`config.mk`:
```
export PLATFORM = sky130hd
export DESIGN_NAME = serial_adder_ctrl
export DESIGN_NICKNAME = d
export VERILOG_FILES = /design/src/rtl/serial_adder_ctrl.sv
export SDC_FILE = /design/constraint.sdc
export NUM_CORES = 1
export LEC_CHECK = 0
export CORE_MARGIN = 2
export CORE_UTILIZATION = 50
export CTS_BUF_LIST = sky130_fd_sc_hd__clkbuf_16
export DETAILED_ROUTE_END_ITERATION = 7
export PLACE_DENSITY_LB_ADDON = 0.25
export SYNTH_ARGS = -nofsm -noshare
export SYNTH_HDL_FRONTEND = slang
export SYNTH_SLANG_ARGS = --single-unit
```
`constraint.sdc`:
```
create_clock -name clk -period 1.7 [get_ports clk]
set_input_delay 0.17 -clock clk [delete_from_list [all_inputs] [get_ports clk]]
set_output_delay 0.17 -clock clk [all_outputs]
set_load 0.05 [all_outputs]
```
`src/rtl/serial_adder_ctrl.sv`:
```
// Bit-serial adder: operands are streamed LSB-first through a single full_adder
// cell, one bit per clock, behind valid/ready handshakes on both sides.

module full_adder (
    input  logic a,
    input  logic b,
    input  logic cin,
    output logic s,
    output logic c
);
    assign s = a ^ b ^ cin;
    assign c = (a & b) | (cin & (a ^ b));
endmodule

// state | meaning
// IDLE  | waiting for operands, in_ready high
// RUN   | one operand bit pair added per clock, WIDTH clocks total
// DONE  | result held on sum/cout/ovf, out_valid high until out_ready
module serial_adder_ctrl #(
    parameter int WIDTH = 8
) (
    input  logic             clk,
    input  logic             rst_n,
    input  logic             in_valid,
    output logic             in_ready,
    input  logic [WIDTH-1:0] a,
    input  logic [WIDTH-1:0] b,
    input  logic             cin,
    output logic             out_valid,
    input  logic             out_ready,
    output logic [WIDTH-1:0] sum,
    output logic             cout,
    output logic             ovf
);
    localparam int CNT_W = (WIDTH > 2) ? $clog2(WIDTH) : 1;
    localparam logic [CNT_W-1:0] CNT_LAST = CNT_W'(WIDTH - 1);
    localparam logic [CNT_W-1:0] CNT_PEN  = CNT_W'(WIDTH - 2);

    typedef enum logic [1:0] {
        S_IDLE = 2'd0,
        S_RUN  = 2'd1,
        S_DONE = 2'd2
    } state_t;

    state_t            r_state;
    state_t            w_next_state;
    logic [WIDTH-1:0]  r_a_sh;
    logic [WIDTH-1:0]  r_b_sh;
    logic [WIDTH-2:0]  r_sum_sh;
    logic              r_carry;
    logic              r_msb_cin;
    logic [CNT_W-1:0]  r_cnt;
    logic [WIDTH-1:0]  r_sum;
    logic              r_cout;
    logic              r_ovf;

    logic              w_fa_s;
    logic              w_fa_c;
    logic              w_accept;
    logic              w_run;
    logic              w_last;
    logic [WIDTH-1:0]  w_sum_next;

    full_adder u_fa (
        .a   (r_a_sh[0]),
        .b   (r_b_sh[0]),
        .cin (r_carry),
        .s   (w_fa_s),
        .c   (w_fa_c)
    );

    always_ff @(posedge clk or negedge rst_n) begin
        if (!rst_n) begin
            r_state <= S_IDLE;
        end else begin
            r_state <= w_next_state;
        end
    end

    // Handshake outputs depend on state only, never on in_valid/out_ready.
    always_comb begin
        w_next_state = r_state;
        in_ready     = 1'b0;
        out_valid    = 1'b0;
        case (r_state)
            S_IDLE: begin
                in_ready = 1'b1;
                if (in_valid) w_next_state = S_RUN;
            end
            S_RUN: begin
                if (r_cnt == CNT_LAST) w_next_state = S_DONE;
            end
            S_DONE: begin
                out_valid = 1'b1;
                if (out_ready) w_next_state = S_IDLE;
            end
            default: w_next_state = S_IDLE;
        endcase
    end

    assign w_accept   = (r_state == S_IDLE) && in_valid;
    assign w_run      = (r_state == S_RUN);
    assign w_last     = (r_cnt == CNT_LAST);
    assign w_sum_next = {w_fa_s, r_sum_sh};

    always_ff @(posedge clk or negedge rst_n) begin
        if (!rst_n) begin
            r_a_sh    <= '0;
            r_b_sh    <= '0;
            r_sum_sh  <= '0;
            r_carry   <= 1'b0;
            r_msb_cin <= 1'b0;
            r_cnt     <= '0;
            r_sum     <= '0;
            r_cout    <= 1'b0;
            r_ovf     <= 1'b0;
        end else if (w_accept) begin
            r_a_sh  <= a;
            r_b_sh  <= b;
            r_carry <= cin;
            r_cnt   <= '0;
        end else if (w_run) begin
            r_sum_sh <= w_sum_next[WIDTH-1:1];
            r_carry  <= w_fa_c;
            r_a_sh   <= r_a_sh >> 1;
            r_b_sh   <= r_b_sh >> 1;
            // Counter stops at WIDTH-1 so it never wraps for power-of-two widths.
            if (!w_last) r_cnt <= r_cnt + CNT_W'(1);
            if (r_cnt == CNT_PEN) r_msb_cin <= w_fa_c;
            if (w_last) begin
                r_sum  <= w_sum_next;
                r_cout <= w_fa_c;
                r_ovf  <= r_msb_cin ^ w_fa_c;
            end
        end
    end

    assign sum  = r_sum;
    assign cout = r_cout;
    assign ovf  = r_ovf;

endmodule

```
== Yosys cells after proc, flatten, opt, wreduce, memory -nomap -nowiden ==
Cells that the tools add are included.

* Flip-flop bits (word level): 40
* Input bits: 21

* Add/sub/neg operators: 1
* Equality and inequality tests: 8
* Muxes and demuxes: 15
* Bitwise gates (word level): 7
* Reductions and logical operators: 8

{| class="wikitable"
|+ Operator list
! operator !! count
|-
| 2-to-1 mux 8 bit || 4
|-
| 2-to-1 mux 3 bit || 3
|-
| AND reduction 3 bit || 3
|-
| == test 3 bit, second input constant || 2
|-
| 2-to-1 mux 2 bit || 3
|-
| inequality test 2 bit, second input constant || 3
|-
| case mux 2 bit (3 select lines) || 1
|-
| 2-to-1 mux 1 bit || 4
|-
| AND reduction 2 bit || 2
|-
| adder 3 x 1 -> 3 bit, second input constant || 1
|-
| XOR 1 bit || 3
|-
| bitwise AND 1 bit || 2
|-
| == test 2 x 1 -> 1 bit, second input constant || 1
|-
| == test 2 bit, second input constant || 1
|-
| zero test 2 bit || 1
|-
| inequality test 2 x 1 -> 1 bit, second input constant || 1
|-
| nonzero test 2 bit || 1
|-
| logical AND 1 bit || 1
|-
| NOT 1 bit || 1
|-
| OR 1 bit || 1
|}

== Longest topological paths before layout ==
Gate-level depths: netlist (run 1).

* Depth after elaboration: 5
* Depth in mapped cells: 7
* Depth with buffers taken out: 5

== Cells and area by module ==
From an unflattened synthesis (run 1), not the netlist that was laid out.

* Cell total of the unflattened synthesis: 132
* Area total of the unflattened synthesis: 1859.3 µm²

{| class="wikitable"
|+ Modules (own cells, without submodules)
! module !! instances !! cells each !! area an instance (µm²) !! sequential area each (µm²)
|-
| serial_adder_ctrl || 1 || 131 || 1839.3 || 1001.0
|-
| full_adder || 1 || 1 || 20.0 || 0.0
|}

== Worst setup path before layout (run 1) ==
Ideal clock, no wire load.

* Path kind: reg2reg
* From: register r_state[0]
* To: register r_b_sh[6]
* Library setup time: 0.123 ns
* Arrival time: 1.531 ns
* Required time: 1.577 ns
* Setup slack: 0.046 ns
* Stages on the path, launching flop included: 5
* Buffers on the path: 1
* Period minus slack after synthesis: 1.654 ns
* Cells stage by stage: dfrtp_1 buf_6 nor2_1 nand3b_1 o221a_2

* Word-level cells in the longest chain between the ends: 3
* Elaborated cells on any way between the ends: 5
* Those cells by class: 1 x eq/ne; 1 x mux; 3 x reduce/logical

{| class="wikitable"
|+ Ends and longest elaborated chain
! what !! line !! RTL
|-
| start, declared || 45 || <nowiki>state_t r_state;</nowiki>
|-
| start signal, assigned || 76 || <nowiki>r_state <= w_next_state;</nowiki>
|-
| zero test 2 bit || 101 || <nowiki>assign w_accept = (r_state == S_IDLE) && in_valid;</nowiki>
|-
| logical AND 1 bit || 101 ||
|-
| 2-to-1 mux 8 bit or nonzero test 2 bit (tied branches) || -- ||
|-
| end signal, assigned || 126 || <nowiki>r_b_sh <= r_b_sh >> 1;</nowiki>
|-
| end, declared || 48 || <nowiki>logic [WIDTH-1:0] r_b_sh;</nowiki>
|}

Several ways; a longest one is shown, not always the timed one.
A chain may end at the register's enable or synchronous reset.

== Final worst setup path (run 1) ==
* From: register r_sum[2], in the netlist sum[2]
* To: output port sum[2]

{| class="wikitable"
|+ RTL lines
! what !! line !! RTL
|-
| start, declared || 53 || <nowiki>logic [WIDTH-1:0] r_sum;</nowiki>
|-
| start signal, assigned || 131 || <nowiki>r_sum <= w_sum_next;</nowiki>
|-
| end, declared || 31 || <nowiki>output logic [WIDTH-1:0] sum,</nowiki>
|}

No word-level cell between the ends.

==> results.py, run 1 <==
metrics = {
    "drt": {
        "wirelength_mm": 3.80,
        "vias": 1338,
        "drt_pass1_iterations": 4,
        "drt_iter0_drc": 99,
        "drc": 0,
        "avgRoutedWirePerCell_um": 15.9,
        "routed_via_density": 5.60,
        "drtAntennaViolNets": 0,
    },
    "final_layout": {
        "final_nets": 217,
        "area_growth_pct": 28.2,
        "drive_gt1_frac": 0.176,
        "final_core_util": 0.687,
        "diodes": 0,
        "stdcell_count": 239,
    },
    "global_routing": {
        "met2_usage": 0.313,
        "antenna_found_initial": 0,
        "grt_use_met3": 0.0712,
        "overflow": 0,
        "grt_util_met1": 0.286,
        "top_usage_layer": "met2",
        "grt_pass1_vias": 1355,
        "grt_max_degree": 41,
        "track_usage": 0.208,
        "grt_pass1_wl_mm": 6.49,
    },
    "floorplan": {
        "die_h_um": 64.5,
        "initial_core_util": 0.536,
        "fp.dieW_um": 64.5,
        "dieArea_mm2": 0.00416,
        "core-area_mm2": 0.00342,
        "io_pins": 33,
        "rows": 21,
    },
    "pwr": {
        "seqPwrFrac": 0.361,
        "ir_drop_mv": 0.844,
        "p_switching_w": 0.00183,
        "intPower_w": 0.00303,
        "pwr-share-comb": 0.429,
        "clockPowerShare": 0.210,
        "swShare": 0.376,
        "power.leakage_nw": 1.06,
        "power.total_w": 0.00486,
        "power_density_mw_per_mm2": 2070,
    },
    "flow_run": {
        "maxCapViolations": 0,
    },
    "timing": {
        "rsz0062_at_grt": "false",
        "relSlewSlack": 0.667,
        "fin_crit_ns": 1.63,
        "final-setup-viol-count": 0,
        "max_freq_mhz": 613,
        "finClkSkew_ns": 0.00367,
        "worst_pin_slew_ns": 0.500,
        "period_share": 0.959,
        "tns_ns": 0,
        "hold_viol": 0,
        "slew_viol_final": 0,
    },
    "synth": {
        "synth_flop_cell": "dfrtp_1",
        "synth_area_leaders": "dfrtp_1, o22ai_1, mux2_4",
        "synthCells": 158,
        "synth.top_cell.area_share": 0.547,
        "syn-cell-area_mm2": 0.00183,
        "synthArstFlopShare": 1.00,
        "synth_common_cells": "dfrtp_1, nand2_1, o22ai_1",
        "synth_nets": 183,
        "syn_avg_cell_area_um2": 11.6,
        "yosysTopAreaCell": "dfrtp_1",
        "synth_most_common_cell": "dfrtp_1",
        "synth_edf_count": 0,
        "ys_warn_count": 0,
        "ys_seq_area_frac": 0.547,
        "synth_seq_cells": 40,
        "ys_types": 32,
    },
    "clock_network": {
        "post_cts_buffers": 0,
        "cts_tree": "yes",
        "ctsResizeCount": 0,
        "cts_root_buf": "clkbuf_16",
        "cts.sinks": 40,
        "clock_latency_ns": 0.28,
        "cts.path.max_buffers": 2,
        "cts_inserted_buffers": 5,
        "h-tree-depth": 2,
        "clkSlewWorstSetupHoldPaths_ns": 0.06,
    },
    "place": {
        "hpwlAfterDp_mm": 2.59,
        "post-place-cells": 230,
        "numPortBuffers": 32,
        "gp_congestion": 0.794,
    },
    "min_path": {
        "holdPathStages": 3,
        "hold_class": "primary input to register",
        "hold_start": "b[7]",
        "min_to": "r_b_sh[7]",
    },
    "worst_setup_path": {
        "critical_path.top_delay_family": "buffers and inverters",
        "reg2reg_slack_ns": 0.18,
        "worstSetupPathType": "register to output port",
        "r2r_cells": 4,
        "critPathLaunchType": "register",
        "crit_slowest_cell": "clkdlybuf4s50_1",
        "critPathMaxFanout": 2,
        "crit_chain": "clkdlybuf4s50_1",
        "r2r_end": "sum[0]",
        "cp_slowest_stage_delay_ns": 0.81,
        "cp.buffers_inverters": 1,
        "r2r-start": "r_cnt[0]",
        "worstPathArrival_ns": 1.46,
        "cp-end-kind": "output port",
        "required_ns": 1.53,
    },
    "run_status": {
        "status": "completed",
    },
}
stage by stage:
step           setup WS (ns)  cell area (um2)  hold slack (ns)
3_5_place_dp           0.191             2170            0.252
6_report              0.0690             2350            0.454
5_1_grt               0.0367             2350            0.471
4_1_cts               0.0595             2350            0.444
3_3_place_gp           0.222             2170            0.244
2_1_floorplan         0.0463             1830           -0.126
cell type report:
class / count / area [um2]
Inverter: 6 / 22.5
Timing Repair Buffer: 39 / 388
Sequential cell: 40 / 1000
Tap cell: 46 / 57.6
Clock inverter: 3 / 37.5
Fill cell: 260 / 1070
Clock buffer: 5 / 125
Multi-Input combinational cell: 100 / 714
sequential cells by signal, summed over array words and instances (netlist names):
name and cells:
r_a_sh 8, r_b_sh 8, sum 8, r_sum_sh 7, r_cnt 3, r_state 2
cout 1, ovf 1, r_carry 1, r_msb_cin 1
worst max-delay path by stage:
stage               startpoint         to  slack, ns  depth (start not counted)
finish                  sum[2]     sum[2]       0.07                          1
global route            sum[2]     sum[2]       0.04                          1
CTS                     sum[2]     sum[2]       0.06                          1
detailed placement    r_cnt[0]     sum[0]       0.19                          4
global placement      r_cnt[0]     sum[0]       0.22                          4
floorplan           r_state[0]  r_b_sh[6]       0.05                          4
kinds of logic after synthesis:
logic type	share of synthesized area
compound gates	0.171
flops	0.547
simple gates	0.107
buf+inv	0.0622
mux	0.0759
fa+ha+maj	0.0315
xor+xnor	0.00479
layout by cell type (no fill, tap or decap), types with 3 or more instances in the layout:
cell	instances
a2bb2oi_1	7
inv_1	5
buf_4	7
nand2_1	23
mux2_4	7
ha_1	3
dfrtp_1	40
clkdlybuf4s50_1	28
o22ai_1	20
nor2_1	3
clkbuf_16	5
mux2_2	3
a21oi_1	9
power groups by stage:
stage	combinational [W]	clock [W]	sequential (W)
2_1_floorplan	0.00125	0	0.00202
3_3_place_gp	0.00201	0	0.00172
4_1_cts	0.00211	0.00105	0.00175
5_1_grt	0.00228	0.00110	0.00182
6_report	0.00209	0.00102	0.00175
3_5_place_dp	0.00208	0	0.00175
worst register-to-register path, stage by stage (launching register included):
cell,delay (ns)
dfrtp_1,0.41
ha_1,0.21
ha_1,0.22
nand3b_4,0.21
mux2_2,0.36
repair_timing:
item | CTS | global route
hold buffers | 1 | 0
hold endpoints to repair | 40 | 0
endpoints found under the setup margin | 0 | 0
routing by layer:
layer / up-vias / share of wire
met3: 6 / 0.050
met1: 658 / 0.43
met4: 0 / 0.0090
met2: 38 / 0.51
met5: - / 0
li1: 636 / -
(Power assumes the default switching activity.)
==> run 2, diff against run 1 <==
--- a/config.mk
+++ b/config.mk
@@ -9,7 +9,9 @@
 export CORE_UTILIZATION = 50
 export CTS_BUF_LIST = sky130_fd_sc_hd__clkbuf_16
 export DETAILED_ROUTE_END_ITERATION = 7
-export PLACE_DENSITY_LB_ADDON = 0.25
+export MAX_ROUTING_LAYER = met4
+export PLACE_DENSITY_LB_ADDON = 0.1
+export RECOVER_POWER = 25
 export SYNTH_ARGS = -nofsm -noshare
 export SYNTH_HDL_FRONTEND = slang
 export SYNTH_SLANG_ARGS = --single-unit
==> run 2 against run 1 <==
Compared with the run above: sequential share of layout area grew 0.076 points; hold slack is essentially flat; sequential cell count is the same; via count shrank 0.37%; non-clock buffer count grew 1; worst setup slack gained 0.0084 ns; register-to-register slack is essentially flat; critical path type unchanged; clock-buffer cell count is the same; critical path depth is the same; die area is the same.
==> results.py, run 2 (synthesis results as in run 1) <==
metrics = {
    "worst_setup_path": {
        "crit_chain": "clkdlybuf4s50_1",
        "cp-end-kind": "output port",
        "worstSetupPathType": "register to output port",
        "worstPathArrival_ns": 1.45,
        "critical_path.top_delay_family": "buffers and inverters",
        "cp_slowest_stage_delay_ns": 0.81,
        "crit_slowest_cell": "clkdlybuf4s50_1",
        "critPathLaunchType": "register",
        "cp.buffers_inverters": 1,
        "critPathMaxFanout": 2,
        "required_ns": 1.53,
    },
    "global_routing": {
        "track_usage": 0.217,
        "grt_pass1_vias": 1381,
        "overflow": 0,
        "antenna_found_initial": 0,
        "grt_pass1_wl_mm": 6.56,
        "grt_max_degree": 22,
    },
    "final_layout": {
        "regArea_mm2": 0.00100,
        "fillCellCount": 252,
        "diodes": 0,
        "drive_gt1_frac": 0.196,
        "final_common_cell": "dfrtp_1",
        "fin_area_mm2": 0.00234,
        "layout_common_cells": "dfrtp_1, clkdlybuf4s50_1, nand2_1, o22ai_1, a21oi_1",
        "multiInputGateArea_um2": 714,
        "area_growth_pct": 28.2,
        "final_nets": 218,
    },
    "min_path": {
        "hold_class": "primary input to register",
    },
    "clock_network": {
        "clkSlewWorstSetupHoldPaths_ns": 0.06,
        "cts_inserted_buffers": 5,
        "h-tree-depth": 2,
        "clock_latency_ns": 0.28,
        "cts_tree": "yes",
        "cts.sinks": 40,
        "cts.path.max_buffers": 2,
        "cts_root_buf": "clkbuf_16",
    },
    "drt": {
        "avgRoutedWirePerCell_um": 15.3,
        "routed_via_density": 5.55,
        "drt_iter0_drc": 153,
        "vias": 1333,
        "drt_pass1_iterations": 4,
        "wirelength_mm": 3.68,
        "drc": 0,
        "drtAntennaViolNets": 0,
    },
    "place": {
        "place_area_mm2": 0.00219,
        "gp_congestion": 0.828,
        "hpwlAfterDp_mm": 2.59,
        "pre_cts_slack_ns": 0.192,
        "numPortBuffers": 32,
    },
    "timing": {
        "period_share": 0.954,
        "tns_ns": 0,
        "slew_viol_final": 0,
        "fin_ws_ns": 0.0774,
        "worst_pin_slew_ns": 1.13,
        "relSlewSlack": 0.249,
        "rsz0062_at_grt": "false",
        "max_freq_mhz": 616,
        "fin_crit_ns": 1.62,
        "hold_viol": 0,
        "final-setup-viol-count": 0,
        "finClkSkew_ns": 0.00414,
    },
    "floorplan": {
        "die_h_um": 64.5,
        "core-area_mm2": 0.00342,
        "rows": 21,
        "dieArea_mm2": 0.00416,
        "io_pins": 33,
        "fp.dieW_um": 64.5,
        "initial_core_util": 0.536,
    },
    "flow_run": {
        "maxCapViolations": 0,
    },
    "run_status": {
        "status": "completed",
    },
    "pwr": {
        "power_density_mw_per_mm2": 2020,
        "power.leakage_nw": 1.06,
        "ir_drop_mv": 0.933,
    },
}
-- run 2: where the power goes --
part	internal (W)	switching [W]
logic	0.000967	0.00111
registers	0.00140	0.000348
clock network	0.000540	0.000364
-- run 2: worst paths after layout --
kind                             start           to  slack, ns  depth (start not counted)
max                                ovf          ovf       0.08                          1
min                          out_ready   r_state[1]       0.45                          2
max reg2reg                   r_cnt[0]       sum[1]       0.18                          4
min reg2reg                r_sum_sh[0]  r_sum_sh[0]       0.49                          2
max in group asynchronous        rst_n   r_state[1]       0.39                          3
min in group asynchronous        rst_n  r_sum_sh[5]       0.63                          2
-- run 2: layout make-up --
| class | count | share of cell area |
|---|---|---|
| Timing Repair Buffer | 40 | 0.172 |
| Tap cell | 46 | 0.0245 |
| Clock inverter | 3 | 0.00800 |
| Multi-Input combinational cell | 100 | 0.305 |
| Inverter | 6 | 0.00961 |
| Sequential cell | 40 | 0.427 |
| Clock buffer | 5 | 0.0534 |
-- run 2: routing by layer --
metal / global-route usage / up-vias / routed length, um
met5: - / - / 0
met4: 0.0957 / 0 / 78
met3: 0.0417 / 7 / 188
met2: 0.333 / 47 / 1760
met1: 0.283 / 645 / 1650
li1: - / 634 / -
-- run 2: metrics by stage --
step | power, W | instances | util | hold slack (ns)
floorplan | 0.00327 | 158 | - | -0.126
global placement | 0.00375 | 231 | 0.641 | 0.140
detailed placement | 0.00384 | 231 | 0.641 | 0.147
CTS | 0.00478 | 240 | 0.686 | 0.391
global route | 0.00506 | 240 | 0.686 | 0.485
finish | 0.00473 | 240 | 0.686 | 0.453
-- run 2: worst register-to-register path: cells and delay by family (launching register included) --
kind / cells / cell delay, ns
multiplexers: 1 / 0.36
flip-flops: 1 / 0.41
AND/OR/NAND/NOR: 1 / 0.21
adder cells (fa/ha/maj): 2 / 0.44
-- run 2: what timing repair did --
action / CTS / global route
gates resized for setup: 0 / 1
endpoints found under the hold margin: 19 / 0
hold buffers: 1 / 0
buffers inserted: 0 / 0
endpoints found under the setup margin: 0 / 1
